[src/rtl/avs_i2s_pkg.sv]
// Shared definitions for the avs_i2s_tx Avalon-MM I2S transmitter:
// register offsets, CONTROL/STATUS bit positions and serialiser states.
package avs_i2s_pkg;

    localparam logic [2:0] ADDR_LEFT    = 3'd0;
    localparam logic [2:0] ADDR_RIGHT   = 3'd1;
    localparam logic [2:0] ADDR_CONTROL = 3'd2;
    localparam logic [2:0] ADDR_STATUS  = 3'd3;
    localparam logic [2:0] ADDR_CLKDIV  = 3'd4;

    localparam int CTRL_EN       = 0;
    localparam int CTRL_MONO     = 1;
    localparam int CTRL_CLR      = 2;
    localparam int CTRL_IE_UNDER = 3;
    localparam int CTRL_IE_LOW   = 4;
    localparam int CTRL_THR_LSB  = 8;
    localparam int CTRL_THR_MSB  = 15;

    localparam int STAT_UNDER   = 0;
    localparam int STAT_OVER    = 1;
    localparam int STAT_EMPTY   = 2;
    localparam int STAT_FULL    = 3;
    localparam int STAT_LVL_LSB = 8;
    localparam int STAT_LVL_MSB = 23;

    typedef enum logic {
        IDLE = 1'b0,
        RUN  = 1'b1
    } state_e;

endpackage

[src/rtl/avs_sync_fifo.sv]
// Single-clock FIFO with show-ahead read data, synchronous flush and level.
// A push into a full FIFO is accepted only when a pop frees a slot that cycle.
module avs_sync_fifo #(
    parameter int W     = 32,
    parameter int DEPTH = 16
) (
    input  logic                     clk,
    input  logic                     reset_n,
    input  logic                     push_i,
    input  logic [W-1:0]             wdata_i,
    input  logic                     pop_i,
    input  logic                     clr_i,
    output logic [W-1:0]             rdata_o,
    output logic                     full_o,
    output logic                     empty_o,
    output logic [$clog2(DEPTH):0]   level_o
);
    localparam int AW = $clog2(DEPTH);

    logic [W-1:0]  mem_q [DEPTH];
    logic [AW-1:0] wrPtr_q, rdPtr_q;
    logic [AW:0]   count_q, count_d;
    logic          doPush, doPop;

    assign empty_o = (count_q == '0);
    assign full_o  = (count_q == (AW+1)'(DEPTH));
    assign doPop   = pop_i && !empty_o;
    assign doPush  = push_i && (!full_o || doPop);
    assign count_d = count_q + (AW+1)'(doPush) - (AW+1)'(doPop);

    always_ff @(posedge clk or negedge reset_n) begin
        if (!reset_n) begin
            wrPtr_q <= '0;
            rdPtr_q <= '0;
            count_q <= '0;
        end else if (clr_i) begin
            wrPtr_q <= '0;
            rdPtr_q <= '0;
            count_q <= '0;
        end else begin
            if (doPush) wrPtr_q <= wrPtr_q + 1'b1;
            if (doPop)  rdPtr_q <= rdPtr_q + 1'b1;
            count_q <= count_d;
        end
    end

    // Storage carries no reset; only the pointers define what is valid.
    always_ff @(posedge clk) begin
        if (doPush && !clr_i) mem_q[wrPtr_q] <= wdata_i;
    end

    assign rdata_o = mem_q[rdPtr_q];
    assign level_o = count_q;

endmodule

[src/rtl/avs_i2s_tx.sv]
// Avalon-MM slave Philips-I2S stereo transmitter: CPU-fed frame FIFO,
// programmable bit clock divider, mono mode, sticky error flags and irq.
module avs_i2s_tx
    import avs_i2s_pkg::*;
#(
    parameter int DW         = 16,
    parameter int FIFO_DEPTH = 16,
    parameter int DIV_W      = 16
) (
    input  logic        clk,
    input  logic        reset_n,
    input  logic [2:0]  avs_s0_address,
    input  logic        avs_s0_read,
    input  logic        avs_s0_write,
    output logic        avs_s0_waitrequest,
    output logic [31:0] avs_s0_readdata,
    input  logic [31:0] avs_s0_writedata,
    output logic        avs_s0_irq,
    output logic        avs_s0_export_i2s_sck,
    output logic        avs_s0_export_i2s_ws,
    output logic        avs_s0_export_i2s_sd
);
    localparam int FW  = 2 * DW;
    localparam int AW  = $clog2(FIFO_DEPTH);
    localparam int BCW = $clog2(FW);

    logic [DW-1:0]    left_q;
    logic             en_q, mono_q, ieUnder_q, ieLow_q;
    logic [7:0]       lowThr_q;
    logic [DIV_W-1:0] clkDiv_q;
    logic             underrun_q, overflow_q;

    state_e           state_q;
    logic [DIV_W-1:0] divCnt_q, divLat_q;
    logic             sck_q, ws_q, sd_q, ws_d;
    logic [BCW-1:0]   bitCnt_q, bitCnt_d;
    logic [FW-1:0]    shift_q, frame_d;

    logic             wrLeft, wrRight, wrCtrl, wrStat, wrDiv;
    logic [DW-1:0]    wSample;
    logic             push, pop, clr;
    logic [FW-1:0]    pushData, fifoRdata;
    logic             fifoFull, fifoEmpty;
    logic [AW:0]      fifoLevel;
    logic             tick, fallEvt, frameStart, underrunSet, overflowSet;
    logic             unusedWriteBits;

    assign wrLeft  = avs_s0_write && (avs_s0_address == ADDR_LEFT);
    assign wrRight = avs_s0_write && (avs_s0_address == ADDR_RIGHT);
    assign wrCtrl  = avs_s0_write && (avs_s0_address == ADDR_CONTROL);
    assign wrStat  = avs_s0_write && (avs_s0_address == ADDR_STATUS);
    assign wrDiv   = avs_s0_write && (avs_s0_address == ADDR_CLKDIV);
    assign wSample = avs_s0_writedata[DW-1:0];
    assign unusedWriteBits = ^avs_s0_writedata;

    // In mono mode the LEFT write itself queues the frame; RIGHT is ignored.
    assign push     = mono_q ? wrLeft : wrRight;
    assign pushData = mono_q ? {wSample, wSample} : {left_q, wSample};
    assign clr      = wrCtrl && avs_s0_writedata[CTRL_CLR];

    assign tick        = (state_q == RUN) && en_q && (divCnt_q == divLat_q);
    assign fallEvt     = tick && sck_q;
    assign frameStart  = fallEvt && (bitCnt_q == '0);
    assign pop         = frameStart && !fifoEmpty;
    assign underrunSet = frameStart && fifoEmpty;
    assign overflowSet = push && fifoFull && !pop && !clr;

    avs_sync_fifo #(
        .W     (FW),
        .DEPTH (FIFO_DEPTH)
    ) u_fifo (
        .clk     (clk),
        .reset_n (reset_n),
        .push_i  (push),
        .wdata_i (pushData),
        .pop_i   (pop),
        .clr_i   (clr),
        .rdata_o (fifoRdata),
        .full_o  (fifoFull),
        .empty_o (fifoEmpty),
        .level_o (fifoLevel)
    );

    always_ff @(posedge clk or negedge reset_n) begin
        if (!reset_n) begin
            left_q     <= '0;
            en_q       <= 1'b0;
            mono_q     <= 1'b0;
            ieUnder_q  <= 1'b0;
            ieLow_q    <= 1'b0;
            lowThr_q   <= '0;
            clkDiv_q   <= '0;
            underrun_q <= 1'b0;
            overflow_q <= 1'b0;
        end else begin
            if (wrLeft) left_q <= wSample;
            if (wrCtrl) begin
                en_q      <= avs_s0_writedata[CTRL_EN];
                mono_q    <= avs_s0_writedata[CTRL_MONO];
                ieUnder_q <= avs_s0_writedata[CTRL_IE_UNDER];
                ieLow_q   <= avs_s0_writedata[CTRL_IE_LOW];
                lowThr_q  <= avs_s0_writedata[CTRL_THR_MSB:CTRL_THR_LSB];
            end
            if (wrDiv) clkDiv_q <= avs_s0_writedata[DIV_W-1:0];
            // A new error event wins over a simultaneous write-1-to-clear.
            underrun_q <= underrunSet | (underrun_q & ~(wrStat & avs_s0_writedata[STAT_UNDER]));
            overflow_q <= overflowSet | (overflow_q & ~(wrStat & avs_s0_writedata[STAT_OVER]));
        end
    end

    always_comb begin
        frame_d = shift_q;
        if (bitCnt_q == '0) frame_d = fifoEmpty ? '0 : fifoRdata;
        ws_d     = (bitCnt_q >= BCW'(DW-1)) && (bitCnt_q <= BCW'(FW-2));
        bitCnt_d = (bitCnt_q == BCW'(FW-1)) ? '0 : bitCnt_q + 1'b1;
    end

    // Divider period is latched at each reload so CLK_DIV edits never cut a half-period short.
    always_ff @(posedge clk or negedge reset_n) begin
        if (!reset_n) begin
            state_q  <= IDLE;
            divCnt_q <= '0;
            divLat_q <= '0;
            sck_q    <= 1'b0;
            ws_q     <= 1'b0;
            sd_q     <= 1'b0;
            bitCnt_q <= '0;
            shift_q  <= '0;
        end else begin
            case (state_q)
                IDLE: begin
                    if (en_q) begin
                        state_q  <= RUN;
                        divCnt_q <= '0;
                        divLat_q <= clkDiv_q;
                        sck_q    <= 1'b0;
                        bitCnt_q <= '0;
                    end
                end
                RUN: begin
                    if (!en_q) begin
                        state_q  <= IDLE;
                        divCnt_q <= '0;
                        sck_q    <= 1'b0;
                        ws_q     <= 1'b0;
                        sd_q     <= 1'b0;
                        bitCnt_q <= '0;
                    end else if (tick) begin
                        divCnt_q <= '0;
                        divLat_q <= clkDiv_q;
                        sck_q    <= ~sck_q;
                        if (sck_q) begin
                            sd_q     <= frame_d[FW-1];
                            shift_q  <= frame_d << 1;
                            ws_q     <= ws_d;
                            bitCnt_q <= bitCnt_d;
                        end
                    end else begin
                        divCnt_q <= divCnt_q + 1'b1;
                    end
                end
                default: state_q <= IDLE;
            endcase
        end
    end

    always_comb begin
        avs_s0_readdata = '0;
        if (avs_s0_read) begin
            case (avs_s0_address)
                ADDR_LEFT: avs_s0_readdata[DW-1:0] = left_q;
                ADDR_CONTROL: begin
                    avs_s0_readdata[CTRL_EN]                   = en_q;
                    avs_s0_readdata[CTRL_MONO]                 = mono_q;
                    avs_s0_readdata[CTRL_IE_UNDER]             = ieUnder_q;
                    avs_s0_readdata[CTRL_IE_LOW]               = ieLow_q;
                    avs_s0_readdata[CTRL_THR_MSB:CTRL_THR_LSB] = lowThr_q;
                end
                ADDR_STATUS: begin
                    avs_s0_readdata[STAT_UNDER]                = underrun_q;
                    avs_s0_readdata[STAT_OVER]                 = overflow_q;
                    avs_s0_readdata[STAT_EMPTY]                = fifoEmpty;
                    avs_s0_readdata[STAT_FULL]                 = fifoFull;
                    avs_s0_readdata[STAT_LVL_MSB:STAT_LVL_LSB] = 16'(fifoLevel);
                end
                ADDR_CLKDIV: avs_s0_readdata[DIV_W-1:0] = clkDiv_q;
                default: avs_s0_readdata = '0;
            endcase
        end
    end

    assign avs_s0_waitrequest    = 1'b0;
    assign avs_s0_irq            = (ieUnder_q & underrun_q)
                                 | (ieLow_q & en_q & (16'(fifoLevel) <= 16'(lowThr_q)));
    assign avs_s0_export_i2s_sck = sck_q;
    assign avs_s0_export_i2s_ws  = ws_q;
    assign avs_s0_export_i2s_sd  = sd_q;

endmodule
[config.mk]
export PLATFORM = sky130hd
export DESIGN_NAME = avs_i2s_tx
export DESIGN_NICKNAME = d
export VERILOG_FILES = /design/src/rtl/avs_i2s_pkg.sv /design/src/rtl/avs_sync_fifo.sv /design/src/rtl/avs_i2s_tx.sv
export SDC_FILE = /design/constraint.sdc
export NUM_CORES = 1
export LEC_CHECK = 0
export ABC_AREA = 1
export BUFFER_PORTS_ARGS = -buffer_cell sky130_fd_sc_hd__buf_2
export CAP_MARGIN = 20
export CORE_UTILIZATION = 35
export CTS_BUF_LIST = sky130_fd_sc_hd__clkbuf_2 sky130_fd_sc_hd__clkbuf_4 sky130_fd_sc_hd__clkbuf_8
export DETAILED_ROUTE_END_ITERATION = 10
export SETUP_SLACK_MARGIN = 0.02
export SLEW_MARGIN = 20
export SYNTH_ARGS = -nofsm -noshare
export SYNTH_HDL_FRONTEND = slang
export SYNTH_SLANG_ARGS = --single-unit
export TNS_END_PERCENT = 50
[constraint.sdc]
create_clock -name clk -period 5.2 [get_ports clk]
set_input_delay 1.04 -clock clk [delete_from_list [all_inputs] [get_ports clk]]
set_output_delay 1.04 -clock clk [all_outputs]
set_load 0.03 [all_outputs]
==> impl_metrics.toml <==
[worst_setup_path]
rr_endpoint = "u_fifo.level_o[4]$_DFF_PN0_"
cp-start-kind = "flip-flop"
critPathArrivalTime_ns = 4.16
crit_type = "reg -> reg"
path_common_cell = "inv_1"
cp_top_family = "buffers and inverters"
max_stage_delay_ns = 0.41
critPathRequiredTime_ns = 5.77
r2r_slack_ns = 1.60
slowest_stage = "dfrtp_1"
critPathBufInv = 7
r2r_start = "bitCnt_q[0]$_DFFE_PN0P_"
end_kind = "flip-flop"
r2r_cells = 19
cp_cell_sequence = "inv_1 -> ha_1 -> nand3_2 -> inv_1 -> nand2_1 -> clkinv_1 -> nand2_2 -> inv_4 -> ha_1 -> inv_1 -> ha_1 -> inv_1 -> fa_1 -> inv_1 -> a21oi_1 -> nor2_1 -> nor2_1 -> xor2_1 -> nor2_1"
path_max_fanout = 28

[global_routing]
grt_overflow = 0
grtUsageTotal = 0.177
antenna_found_initial = 2
grt_max_degree = 190
grt_pass1_wl_um = 106000
first_global_vias = 18000

[synth]
synth_cell_types = 43
synth.area.top_cells = "edfxtp_1, dfrtp_1, nand2_1, o21ai_0, nor2_1"
synth_top_area_cell = "edfxtp_1"
synth_area_per_cell_um2 = 11.1
yosys_warnings = 0
ys_ff_latch = 643
yosysSeqAreaShare = 0.686
synth_top_area_share = 0.566
syn_inst = 2438
synth_area_um2 = 27200

[cts]
clkLatencyLatePin_ns = 0.70
root_buffer = "clkbuf_8"
hold_buffers = 0
cts_inserted_buffers = 100
htree_levels = 3
path_clk_slew_ns = 0.06
clkSinkCount = 643
cts_setup_buffers = 0
cts_tree = "done"
clockBufferDepth = 3
cts_resized = 0

[sta]
slew_violations = 0
tightest_slew_ns = 1.04
max_freq_mhz = 278
rsz0062_at_grt = "no"
setup_violations = 0
fin_crit_sh = 0.692
hold_violations = 0
finClkSkew_ns = 0.0226
max-slew-margin-rel = 0.309
fin_crit_ns = 3.60
tns_ns = 0

[floorplanning]
io_pins = 76
start_util = 0.356
die_area_um2 = 78800
dieWidth_um = 281
rows = 101
die_h_um = 281
core_area_um2 = 76300

[power]
ir_drop_mv = 0.198
leakage_nw = 11.7
fin_total_pwr_w = 0.0137
power_density_nw_per_um2 = 446

[finish]
mostFrequentLayoutCells = "edfxtp_1, nand2_1, o21ai_0"
area_growth_pct = 12.9
nets = 2573
fillers = 7191
final_common_cell = "edfxtp_1"
drive_gt1_frac = 0.128

[detailed_routing]
wirelength_um = 69900
firstDrtPassIters = 6
vias = 18500
post_drt_wl_per_cell_um = 19.3
viasPerCell = 5.11
drc_errors = 0
drtAntennaViolNets = 0
drtIter0Drc = 1617

[placement]
port_buffers = 42
gp_congestion = 0.817
hpwl_um = 38700

[flow_run]
drv_cap = 0

[hold_path]
hold_class = "in -> async"

[status]
status = "completed"
-- registers in the layout, indices dropped and copies added, names as in the netlist --
signal and cells:
u_fifo.mem_q 512, shift_q 31, clkDiv_q 16, divCnt_q 16
divLat_q 16, left_q 16, lowThr_q 8, bitCnt_q 5
u_fifo.level_o 5, u_fifo.rdPtr_q 4, u_fifo.wrPtr_q 4, avs_s0_export_i2s_sck 1
avs_s0_export_i2s_sd 1, avs_s0_export_i2s_ws 1, en_q 1, ieLow_q 1
ieUnder_q 1, mono_q 1, overflow_q 1, state_q 1
underrun_q 1
-- logic make-up (layout without fill, tap and decap cells) --
kind of cell | after synthesis | count (layout) | synth area share
AOI/OAI and AO/OA | 470 | 470 | 0.0959
xor gates and xnor gates | 11 | 11 | 0.00355
adders and majority gates | 23 | 23 | 0.0109
buffers and inverters | 343 | 482 | 0.0534
DFF | 643 | 643 | 0.686
other | 1 | 22 | 0.000138
and+or+nand+nor | 947 | 947 | 0.150
-- power breakdown --
part,switching (W),internal (W)
sequential,0.000323,0.00600
combinational,0.00210,0.000908
clock,0.00197,0.00239
total,0.00439,0.00930
-- routing by layer --
layer | global-route usage | part of all wire
met1 | 0.225 | 0.42
met2 | 0.308 | 0.50
met3 | 0.0271 | 0.060
met4 | 0.0588 | 0.023
met5 | 0 | 0.00016
-- final cells by class --
type	instances	area, µm²	area share
sequential	643	18700	0.608
multi-input combinational	1468	7230	0.236
clock buffer	148	1850	0.0603
tap	1030	1290	0.0420
inverter	204	773	0.0252
timing repair buffer	94	634	0.0207
clock inverter	36	245	0.00799
antenna	5	12.5	0.000408
-- synthesized netlist by cell type (all sizes together) --
library cell / count
edfxtp: 512
nand2: 481
o21ai: 300
nor2: 246
inv: 200
nand3: 134
dfrtp: 131
clkbuf: 75
a21oi: 67
buf: 64
o211ai: 57
nand4: 55
nor3: 27
o22ai: 24
ha: 22
o221ai: 10
xor2: 9
a221oi: 8
clkinv: 4
or2: 3
xnor2: 2
a211oi: 1
a21o: 1
a31oi: 1
conb: 1
fa: 1
nand3b: 1
o32ai: 1
-- worst max-delay path by stage --
| stage | cells past startpoint | endpoint | start |
|---|---|---|---|
| final | 19 | u_fifo.level_o[4]$_DFF_PN0_ | bitCnt_q[0]$_DFFE_PN0P_ |
| after global routing | 17 | u_fifo.level_o[4]$_DFF_PN0_ | bitCnt_q[0]$_DFFE_PN0P_ |
| after CTS | 19 | u_fifo.level_o[4]$_DFF_PN0_ | bitCnt_q[0]$_DFFE_PN0P_ |
| after detailed placement | 17 | u_fifo.level_o[4]$_DFF_PN0_ | avs_s0_address[0] |
| after global placement | 17 | u_fifo.level_o[4]$_DFF_PN0_ | avs_s0_address[0] |
| after floorplan | 6 | u_fifo.mem_q[0][0]$_DFFE_PP_ | avs_s0_address[1] |
-- worst register-to-register path, cell delays in order (launching register included) --
cell	delay (ns)
dfrtp_1	0.41
inv_1	0.11
ha_1	0.17
nand3_2	0.24
inv_1	0.29
nand2_1	0.09
clkinv_1	0.24
nand2_2	0.14
inv_4	0.34
ha_1	0.32
inv_1	0.06
ha_1	0.13
inv_1	0.06
fa_1	0.38
inv_1	0.09
a21oi_1	0.07
nor2_1	0.10
nor2_1	0.06
xor2_1	0.13
nor2_1	0.05
-- through the flow --
stage	util	setup WS [ns]	instances	hold slack, ns	area (µm²)
floorplan	-	0.591	2454	0.414	27200
global placement	0.374	1.42	3439	0.459	28600
detailed placement	0.374	1.47	3439	0.468	28600
CTS	0.402	1.61	3623	0.483	30700
global route	0.402	1.35	3628	0.509	30700
finish	0.402	1.60	3628	0.456	30700
No activity file was read; power rests on OpenSTA's default activity.
